<file path="src/rtl/ram_arb_pkg.sv">
// Shared definitions for the RAM port arbiter: command layout, opcodes and
// arbiter state encoding.
package ram_arb_pkg;

  localparam int CMD_W  = 10;
  localparam int DATA_W = 8;

  // Opcode lives in the top two bits of every 10-bit command.
  typedef enum logic [1:0] {
    OP_WR_ADDR = 2'b00,
    OP_WR_DATA = 2'b01,
    OP_RD_ADDR = 2'b10,
    OP_RD_DATA = 2'b11
  } opcode_e;

  typedef enum logic [1:0] {
    ST_IDLE      = 2'b00,
    ST_LOCK_SPI  = 2'b01,
    ST_LOCK_HOST = 2'b10,
    ST_WAIT_RD   = 2'b11
  } state_e;

  // Address phases open a transaction and lock the RAM to their issuer.
  function automatic logic is_addr_op(input opcode_e op);
    return (op == OP_WR_ADDR) || (op == OP_RD_ADDR);
  endfunction

endpackage

</file>
<file path="src/rtl/ram_arb_fifo.sv">
// Show-ahead synchronous FIFO that buffers SPI commands. A push into a full
// FIFO is dropped (reported on drop) unless a pop frees a slot that cycle.
module ram_arb_fifo #(
  parameter int DEPTH = 4,
  parameter int WIDTH = 10
) (
  input  logic             clk,
  input  logic             rst_n,
  input  logic             push,
  input  logic [WIDTH-1:0] din,
  input  logic             pop,
  output logic [WIDTH-1:0] dout,
  output logic             empty,
  output logic             drop
);

  localparam int AW = (DEPTH > 1) ? $clog2(DEPTH) : 1;
  localparam logic [AW-1:0] PTR_ONE  = AW'(1);
  localparam logic [AW:0]   CNT_ONE  = (AW+1)'(1);
  localparam logic [AW:0]   FULL_CNT = (AW+1)'(DEPTH);

  logic [WIDTH-1:0] mem_q [DEPTH];
  logic [AW-1:0]    wr_ptr_q, wr_ptr_d;
  logic [AW-1:0]    rd_ptr_q, rd_ptr_d;
  logic [AW:0]      count_q, count_d;
  logic             full;
  logic             do_push;
  logic             do_pop;

  assign empty = (count_q == '0);
  assign full  = (count_q == FULL_CNT);
  assign dout  = mem_q[rd_ptr_q];

  // Pointer and occupancy bookkeeping for this cycle's push/pop.
  always_comb begin
    // NOTE: every always_comb output gets a default first so no path can infer a latch.
    wr_ptr_d = wr_ptr_q;
    rd_ptr_d = rd_ptr_q;
    count_d  = count_q;
    do_pop   = pop && !empty;
    do_push  = push && (!full || do_pop);
    drop     = push && !do_push;
    if (do_push) wr_ptr_d = wr_ptr_q + PTR_ONE;
    if (do_pop)  rd_ptr_d = rd_ptr_q + PTR_ONE;
    case ({do_push, do_pop})
      2'b10:   count_d = count_q + CNT_ONE;
      2'b01:   count_d = count_q - CNT_ONE;
      default: count_d = count_q;
    endcase
  end

  // Pointer/count registers; reset empties the FIFO.
  always_ff @(posedge clk or negedge rst_n) begin
    // NOTE: sequential state uses non-blocking assignments only, so every flop samples pre-edge values.
    if (!rst_n) begin
      wr_ptr_q <= '0;
      rd_ptr_q <= '0;
      count_q  <= '0;
    end else begin
      wr_ptr_q <= wr_ptr_d;
      rd_ptr_q <= rd_ptr_d;
      count_q  <= count_d;
    end
  end

  // Storage array write port.
  always_ff @(posedge clk) begin
    // NOTE: storage is deliberately not reset; the empty count already hides stale entries.
    if (do_push) mem_q[wr_ptr_q] <= din;
  end

endmodule

</file>
<file path="src/rtl/ram_port_arbiter.sv">
// Arbitrates a buffered SPI command stream and a valid/ready host port onto a
// single-port RAM. Address commands lock the RAM to their issuer until the
// data phase; read-data commands wait for the RAM reply (bounded by a timeout)
// and route it back to whoever issued the read.
module ram_port_arbiter
  import ram_arb_pkg::*;
#(
  parameter int FIFO_DEPTH     = 4,
  parameter int TIMEOUT_CYCLES = 255
) (
  input  logic              clk,
  input  logic              rst_n,
  input  logic [CMD_W-1:0]  spi_rx_data,
  input  logic              spi_rx_valid,
  output logic [DATA_W-1:0] spi_tx_data,
  output logic              spi_tx_valid,
  input  logic [CMD_W-1:0]  host_cmd,
  input  logic              host_valid,
  output logic              host_ready,
  output logic [DATA_W-1:0] host_rdata,
  output logic              host_rvalid,
  output logic [CMD_W-1:0]  ram_din,
  output logic              ram_rx_valid,
  input  logic [DATA_W-1:0] ram_dout,
  input  logic              ram_tx_valid,
  output logic              spi_ovf,
  output logic              timeout_err
);

  localparam int TW = $clog2(TIMEOUT_CYCLES + 1);
  localparam logic [TW-1:0] TIMER_LAST = TW'(TIMEOUT_CYCLES - 1);
  localparam logic [TW-1:0] TIMER_ONE  = TW'(1);

  state_e state_q, state_d;
  logic   last_host_q, last_host_d;
  logic   owner_host_q, owner_host_d;
  logic   run_q;
  logic [TW-1:0] timer_q, timer_d;

  logic [CMD_W-1:0]  ram_din_q, ram_din_d;
  logic              ram_rx_valid_q, ram_rx_valid_d;
  logic [DATA_W-1:0] spi_tx_data_q, spi_tx_data_d;
  logic              spi_tx_valid_q, spi_tx_valid_d;
  logic [DATA_W-1:0] host_rdata_q, host_rdata_d;
  logic              host_rvalid_q, host_rvalid_d;
  logic              spi_ovf_q, spi_ovf_d;
  logic              timeout_err_q, timeout_err_d;

  logic [CMD_W-1:0] fifo_dout;
  logic             fifo_empty;
  logic             fifo_drop;
  logic             host_slot;
  logic             grant_host;
  logic             grant_spi;
  logic             issue;
  logic [CMD_W-1:0] issue_cmd;
  opcode_e          issue_op;

  ram_arb_fifo #(
    .DEPTH (FIFO_DEPTH),
    .WIDTH (CMD_W)
  ) u_spi_fifo (
    .clk   (clk),
    .rst_n (rst_n),
    .push  (spi_rx_valid),
    .din   (spi_rx_data),
    .pop   (grant_spi),
    .dout  (fifo_dout),
    .empty (fifo_empty),
    .drop  (fifo_drop)
  );

  // Who may issue this cycle. The host slot does not depend on host_valid,
  // and stays closed during reset and the first cycle after release.
  always_comb begin
    host_slot = 1'b0;
    case (state_q)
      ST_IDLE:      host_slot = fifo_empty || !last_host_q;
      ST_LOCK_HOST: host_slot = 1'b1;
      default:      host_slot = 1'b0;
    endcase
    host_ready = run_q && host_slot;
    grant_host = host_ready && host_valid;
    grant_spi  = !grant_host && !fifo_empty &&
                 ((state_q == ST_IDLE) || (state_q == ST_LOCK_SPI));
    issue      = grant_host || grant_spi;
    issue_cmd  = grant_host ? host_cmd : fifo_dout;
    issue_op   = opcode_e'(issue_cmd[CMD_W-1 -: 2]);
  end

  // Next-state and registered-output logic.
  always_comb begin
    state_d        = state_q;
    last_host_d    = last_host_q;
    owner_host_d   = owner_host_q;
    timer_d        = timer_q;
    ram_din_d      = ram_din_q;
    ram_rx_valid_d = issue;
    spi_tx_data_d  = spi_tx_data_q;
    spi_tx_valid_d = 1'b0;
    host_rdata_d   = host_rdata_q;
    host_rvalid_d  = 1'b0;
    spi_ovf_d      = spi_ovf_q | fifo_drop;
    timeout_err_d  = 1'b0;

    if (issue) ram_din_d = issue_cmd;

    case (state_q)
      ST_IDLE, ST_LOCK_SPI, ST_LOCK_HOST: begin
        if (issue) begin
          last_host_d  = grant_host;
          owner_host_d = grant_host;
          if (is_addr_op(issue_op)) begin
            state_d = grant_host ? ST_LOCK_HOST : ST_LOCK_SPI;
          end else if (issue_op == OP_WR_DATA) begin
            state_d = ST_IDLE;
          end else begin
            state_d = ST_WAIT_RD;
            timer_d = '0;
          end
        end
      end
      ST_WAIT_RD: begin
        if (ram_tx_valid) begin
          if (owner_host_q) begin
            host_rdata_d  = ram_dout;
            host_rvalid_d = 1'b1;
          end else begin
            spi_tx_data_d  = ram_dout;
            spi_tx_valid_d = 1'b1;
          end
          state_d = ST_IDLE;
          timer_d = '0;
        end else if (timer_q == TIMER_LAST) begin
          timeout_err_d = 1'b1;
          state_d       = ST_IDLE;
          timer_d       = '0;
        end else begin
          timer_d = timer_q + TIMER_ONE;
        end
      end
      default: state_d = ST_IDLE;
    endcase
  end

  // State, arbitration history and output registers.
  always_ff @(posedge clk or negedge rst_n) begin
    if (!rst_n) begin
      state_q        <= ST_IDLE;
      last_host_q    <= 1'b1;
      owner_host_q   <= 1'b0;
      run_q          <= 1'b0;
      timer_q        <= '0;
      ram_din_q      <= '0;
      ram_rx_valid_q <= 1'b0;
      spi_tx_data_q  <= '0;
      spi_tx_valid_q <= 1'b0;
      host_rdata_q   <= '0;
      host_rvalid_q  <= 1'b0;
      spi_ovf_q      <= 1'b0;
      timeout_err_q  <= 1'b0;
    end else begin
      state_q        <= state_d;
      last_host_q    <= last_host_d;
      owner_host_q   <= owner_host_d;
      run_q          <= 1'b1;
      timer_q        <= timer_d;
      ram_din_q      <= ram_din_d;
      ram_rx_valid_q <= ram_rx_valid_d;
      spi_tx_data_q  <= spi_tx_data_d;
      spi_tx_valid_q <= spi_tx_valid_d;
      host_rdata_q   <= host_rdata_d;
      host_rvalid_q  <= host_rvalid_d;
      spi_ovf_q      <= spi_ovf_d;
      timeout_err_q  <= timeout_err_d;
    end
  end

  assign ram_din      = ram_din_q;
  assign ram_rx_valid = ram_rx_valid_q;
  assign spi_tx_data  = spi_tx_data_q;
  assign spi_tx_valid = spi_tx_valid_q;
  assign host_rdata   = host_rdata_q;
  assign host_rvalid  = host_rvalid_q;
  assign spi_ovf      = spi_ovf_q;
  assign timeout_err  = timeout_err_q;

endmodule
</file>
<file path="config.mk">
export PLATFORM = sky130hd
export DESIGN_NAME = ram_port_arbiter
export DESIGN_NICKNAME = d
export VERILOG_FILES = /design/src/rtl/ram_arb_pkg.sv /design/src/rtl/ram_arb_fifo.sv /design/src/rtl/ram_port_arbiter.sv
export SDC_FILE = /design/constraint.sdc
export NUM_CORES = 1
export LEC_CHECK = 0
export CAP_MARGIN = 20
export CORE_MARGIN = 1
export CORE_UTILIZATION = 55
export DETAILED_ROUTE_END_ITERATION = 8
export GPL_ROUTABILITY_DRIVEN = 0
export PLACE_DENSITY = 0.9
export SETUP_SLACK_MARGIN = 0.4
export SLEW_MARGIN = 20
export SYNTH_ARGS = -nofsm -noshare
export SYNTH_HDL_FRONTEND = slang
export SYNTH_SLANG_ARGS = --single-unit
</file>
<file path="constraint.sdc">
create_clock -name clk -period 4.8 [get_ports clk]
set_clock_uncertainty 0.15 [all_clocks]
set_input_delay 0.96 -clock clk [delete_from_list [all_inputs] [get_ports clk]]
set_output_delay 0.96 -clock clk [all_outputs]
set_load 0.03 [all_outputs]
</file>
==> impl_results.md <==
- GR peak layer: met2
- Cells after Synth: 282
- GRT met3 Usage: 4.23%
- Pwr/cell area: 637 nW/µm²
- Hold Path Class: reg2reg
- VDD IR-drop max: 0.345 mV
- First-pass iteration count of the detailed router: 4
- Number of port buffers: 64
- Reg area: 2480 µm²
- Largest net degree at the start of global routing: 52
- Total track usage: 21.6%
- Setup violators final: 0
- Crit path time final: 3250 ps
- Crit Path Class: reg2out
- Worst-path maximum fanout: 8
- Post-CTS Setup Bufs: 0
- Hold Fails Final Rpt: 0
- XOR/XNOR Fraction of Synth Area: 1.58%
- Worst slew pin tran: 806 ps
- Slew HR: 46.3%
- CP Cell Sequence: nor3_4 > nor2_1 > nor3b_1 > clkdlybuf4s50_1
- Vias in the first global route: 2466
- Net Count, Synth: 322
- Layout cell share with drive strength beyond 1: 12.9%
- Num CTS Buffers: 9
- Yosys warns: 0
- Pleak: 0.00201 µW
- Top Ports: 65
- Reg2reg path depth: 5
- First-pass GRT wire length: 11.9 mm
- Multiplexer share of the synthesized area: 11.6%
- Avg Vias per Cell: 5.36
- Initial DRC count: 255
- Finished layout cell area: 4810 µm²
- Critical path depth: 4
- Post-synth top area cell: dfrtp_1
- Synth Area in Simple Gates: 11.6%
- Initial antenna violation count: 0
- Mapped cell area: 3870 µm²
- Max-slew violations: 0
- Seq cells post-synth: 91
- Post-cts sizing count: 0
- Peak Freq: 307 MHz
- CTS sink cnt: 91
- Data required time at the worst endpoint: 3690 ps
- Setup TNS: 0 ps
- Clock-pin slew on the worst setup and hold paths: 80 ps
- Seq/Total Area, Yosys: 64.0%
- Placement Setup Slack: 1690 ps
- Global route overflow: 0
- Starting density of the core: 57.0%
- GRT met1 Usage: 27.8%
- Ranking of synthesized cells by area: dfrtp_1 (32%), edfxtp_1 (31%), mux4_2 (5.8%)
- CTS tree: built
- Hold depth: 2
- Row cnt: 30
- Vias: 2422
- Top FF cell, synth: dfrtp_1
- Clock Latency Late Sink: 360 ps
- Slowest cell on crit path: clkdlybuf4s50_1
- Multi-input gate area: 1320 µm²
- Grt met2 use: 36.0%
- WP buf/inv: 1
- Synth async-reset ratio: 56.0%
- Distinct cells, synth: 46
- Area delta synth->final: 24.2%
- Die Ht: 85.9 µm
- Status: completed
- Post-Synth Adder-Cell Area: 2.46%
- Layout Nets: 391
- Die X: 85.9 µm
- Final ANT Viol Nets: 0
- Final period util: 67.8%
- Post-synth EDFFs: 40
- Unrepaired setup endpoints after global routing: no
- CTS Hold Bufs: 0
- Worst Setup End Kind: primary output
- Largest family of logic cells by synthesized area: simple AND/OR/NAND/NOR gates
- CP delay by family, top: buffers and inverters
- Die area: 7380 µm²
- Most frequent cells in the layout: clkdlybuf4s50_1 (63), dfrtp_1 (50), nand2_1 (49)
- CTS Root Buffer Type: clkbuf_8
- H-tree levels: 3
- Synth Area in Compound Gates: 6.72%
- Area of the core: 6790 µm²
- Residual DRC: 0
- Worst setup SP type: flip-flop
- Total Power: 3060 µW
- Fill cell count: 482
- Final worst slack: 1550 ps
- Syn avg cell area: 13.7 µm²
- Routed WL: 7.03 mm
- Post-DP Area: 4600 µm²
- Wire per inst: 15.6 µm
- Number of max-cap violations: 0
- Commonest non-fill, non-tap cell in the layout: clkdlybuf4s50_1
- Worst path max stage delay: 690 ps
- CP arrival: 2140 ps
- ANT cells: 0
- Post-DP HPWL: 5.11 mm
- Share of the synthesized area in the top cell type: 32.3%
- WHS: 318 ps
- Maximum clock path buffer count: 2
==> area by class of cell <==
class / count / area share (%)
well taps: 96 / 2.50
repair buffers: 65 / 13.4
clock buffers: 11 / 2.97
inverters: 11 / 0.859
flip-flops and latches: 91 / 51.6
multi-input cells: 173 / 27.4
clock inverters: 5 / 1.25
==> worst min-delay path, stage by stage (launching register included) <==
cell,delay [ps]
dfrtp_1,350
inv_1,40
o41ai_1,50
==> where the power goes <==
| group | internal (µW) | switching [µW] | total, µW |
|---|---|---|---|
| Combinational | 561 | 672 | 1230 |
| Sequential | 1110 | 193 | 1300 |
| Clock | 260 | 267 | 527 |
==> routing by layer <==
layer,up-vias,wire [µm]
li1,1148,-
met1,1188,3090
met2,77,3560
met3,9,274
met4,0,108
met5,-,0
==> cells by family after synthesis <==
family	Yosys count
compound gates	38
fa+ha+maj	7
xor+xnor	7
mux	31
simple gates	89
other cells	1
flops	91
buf+inv	18
==> path summary, 6_finish.rpt <==
path / start / to / slack, ps
worst max register to register: state_q[1] / timer_q[5] / 2320
min in group asynchronous: rst_n / timer_q[6] / 470
worst min register to register: spi_ovf / spi_ovf / 320
worst max-delay path: u_spi_fifo.count_q[1] / host_ready / 1550
max in group asynchronous: rst_n / spi_tx_data[3] / 3610
worst min-delay path: spi_ovf / spi_ovf / 320
==> metrics by stage <==
step / instances / util [%]
3_5_place_dp: 436 / 67.7
6_report: 452 / 70.7
5_1_grt: 452 / 70.7
4_1_cts: 452 / 70.7
3_3_place_gp: 436 / 67.7
2_1_floorplan: 282 / -
==> synthesized netlist by cell type (4+ instances only) <==
cell      number
and2_1         8
buf_2          5
dfrtp_1       50
edfxtp_1      40
ha_1           6
inv_1         10
mux2_2        10
mux2i_1       11
mux4_2        10
nand2_1       49
nand2b_1       5
nand3_1        4
nor2_1         9
o21ai_0       19
xnor2_1        4
==> registers in the layout, summed over array words and instances, names as in the netlist, 2 cells and up <==
name and cells:
timer_q 8, host_rdata 8, ram_din 10, state_q 2
u_spi_fifo.mem_q 40, u_spi_fifo.count_q 3, u_spi_fifo.wr_ptr_q 2, spi_tx_data 8
u_spi_fifo.rd_ptr_q 2
Note: power is estimated with default switching activity, not from simulation.
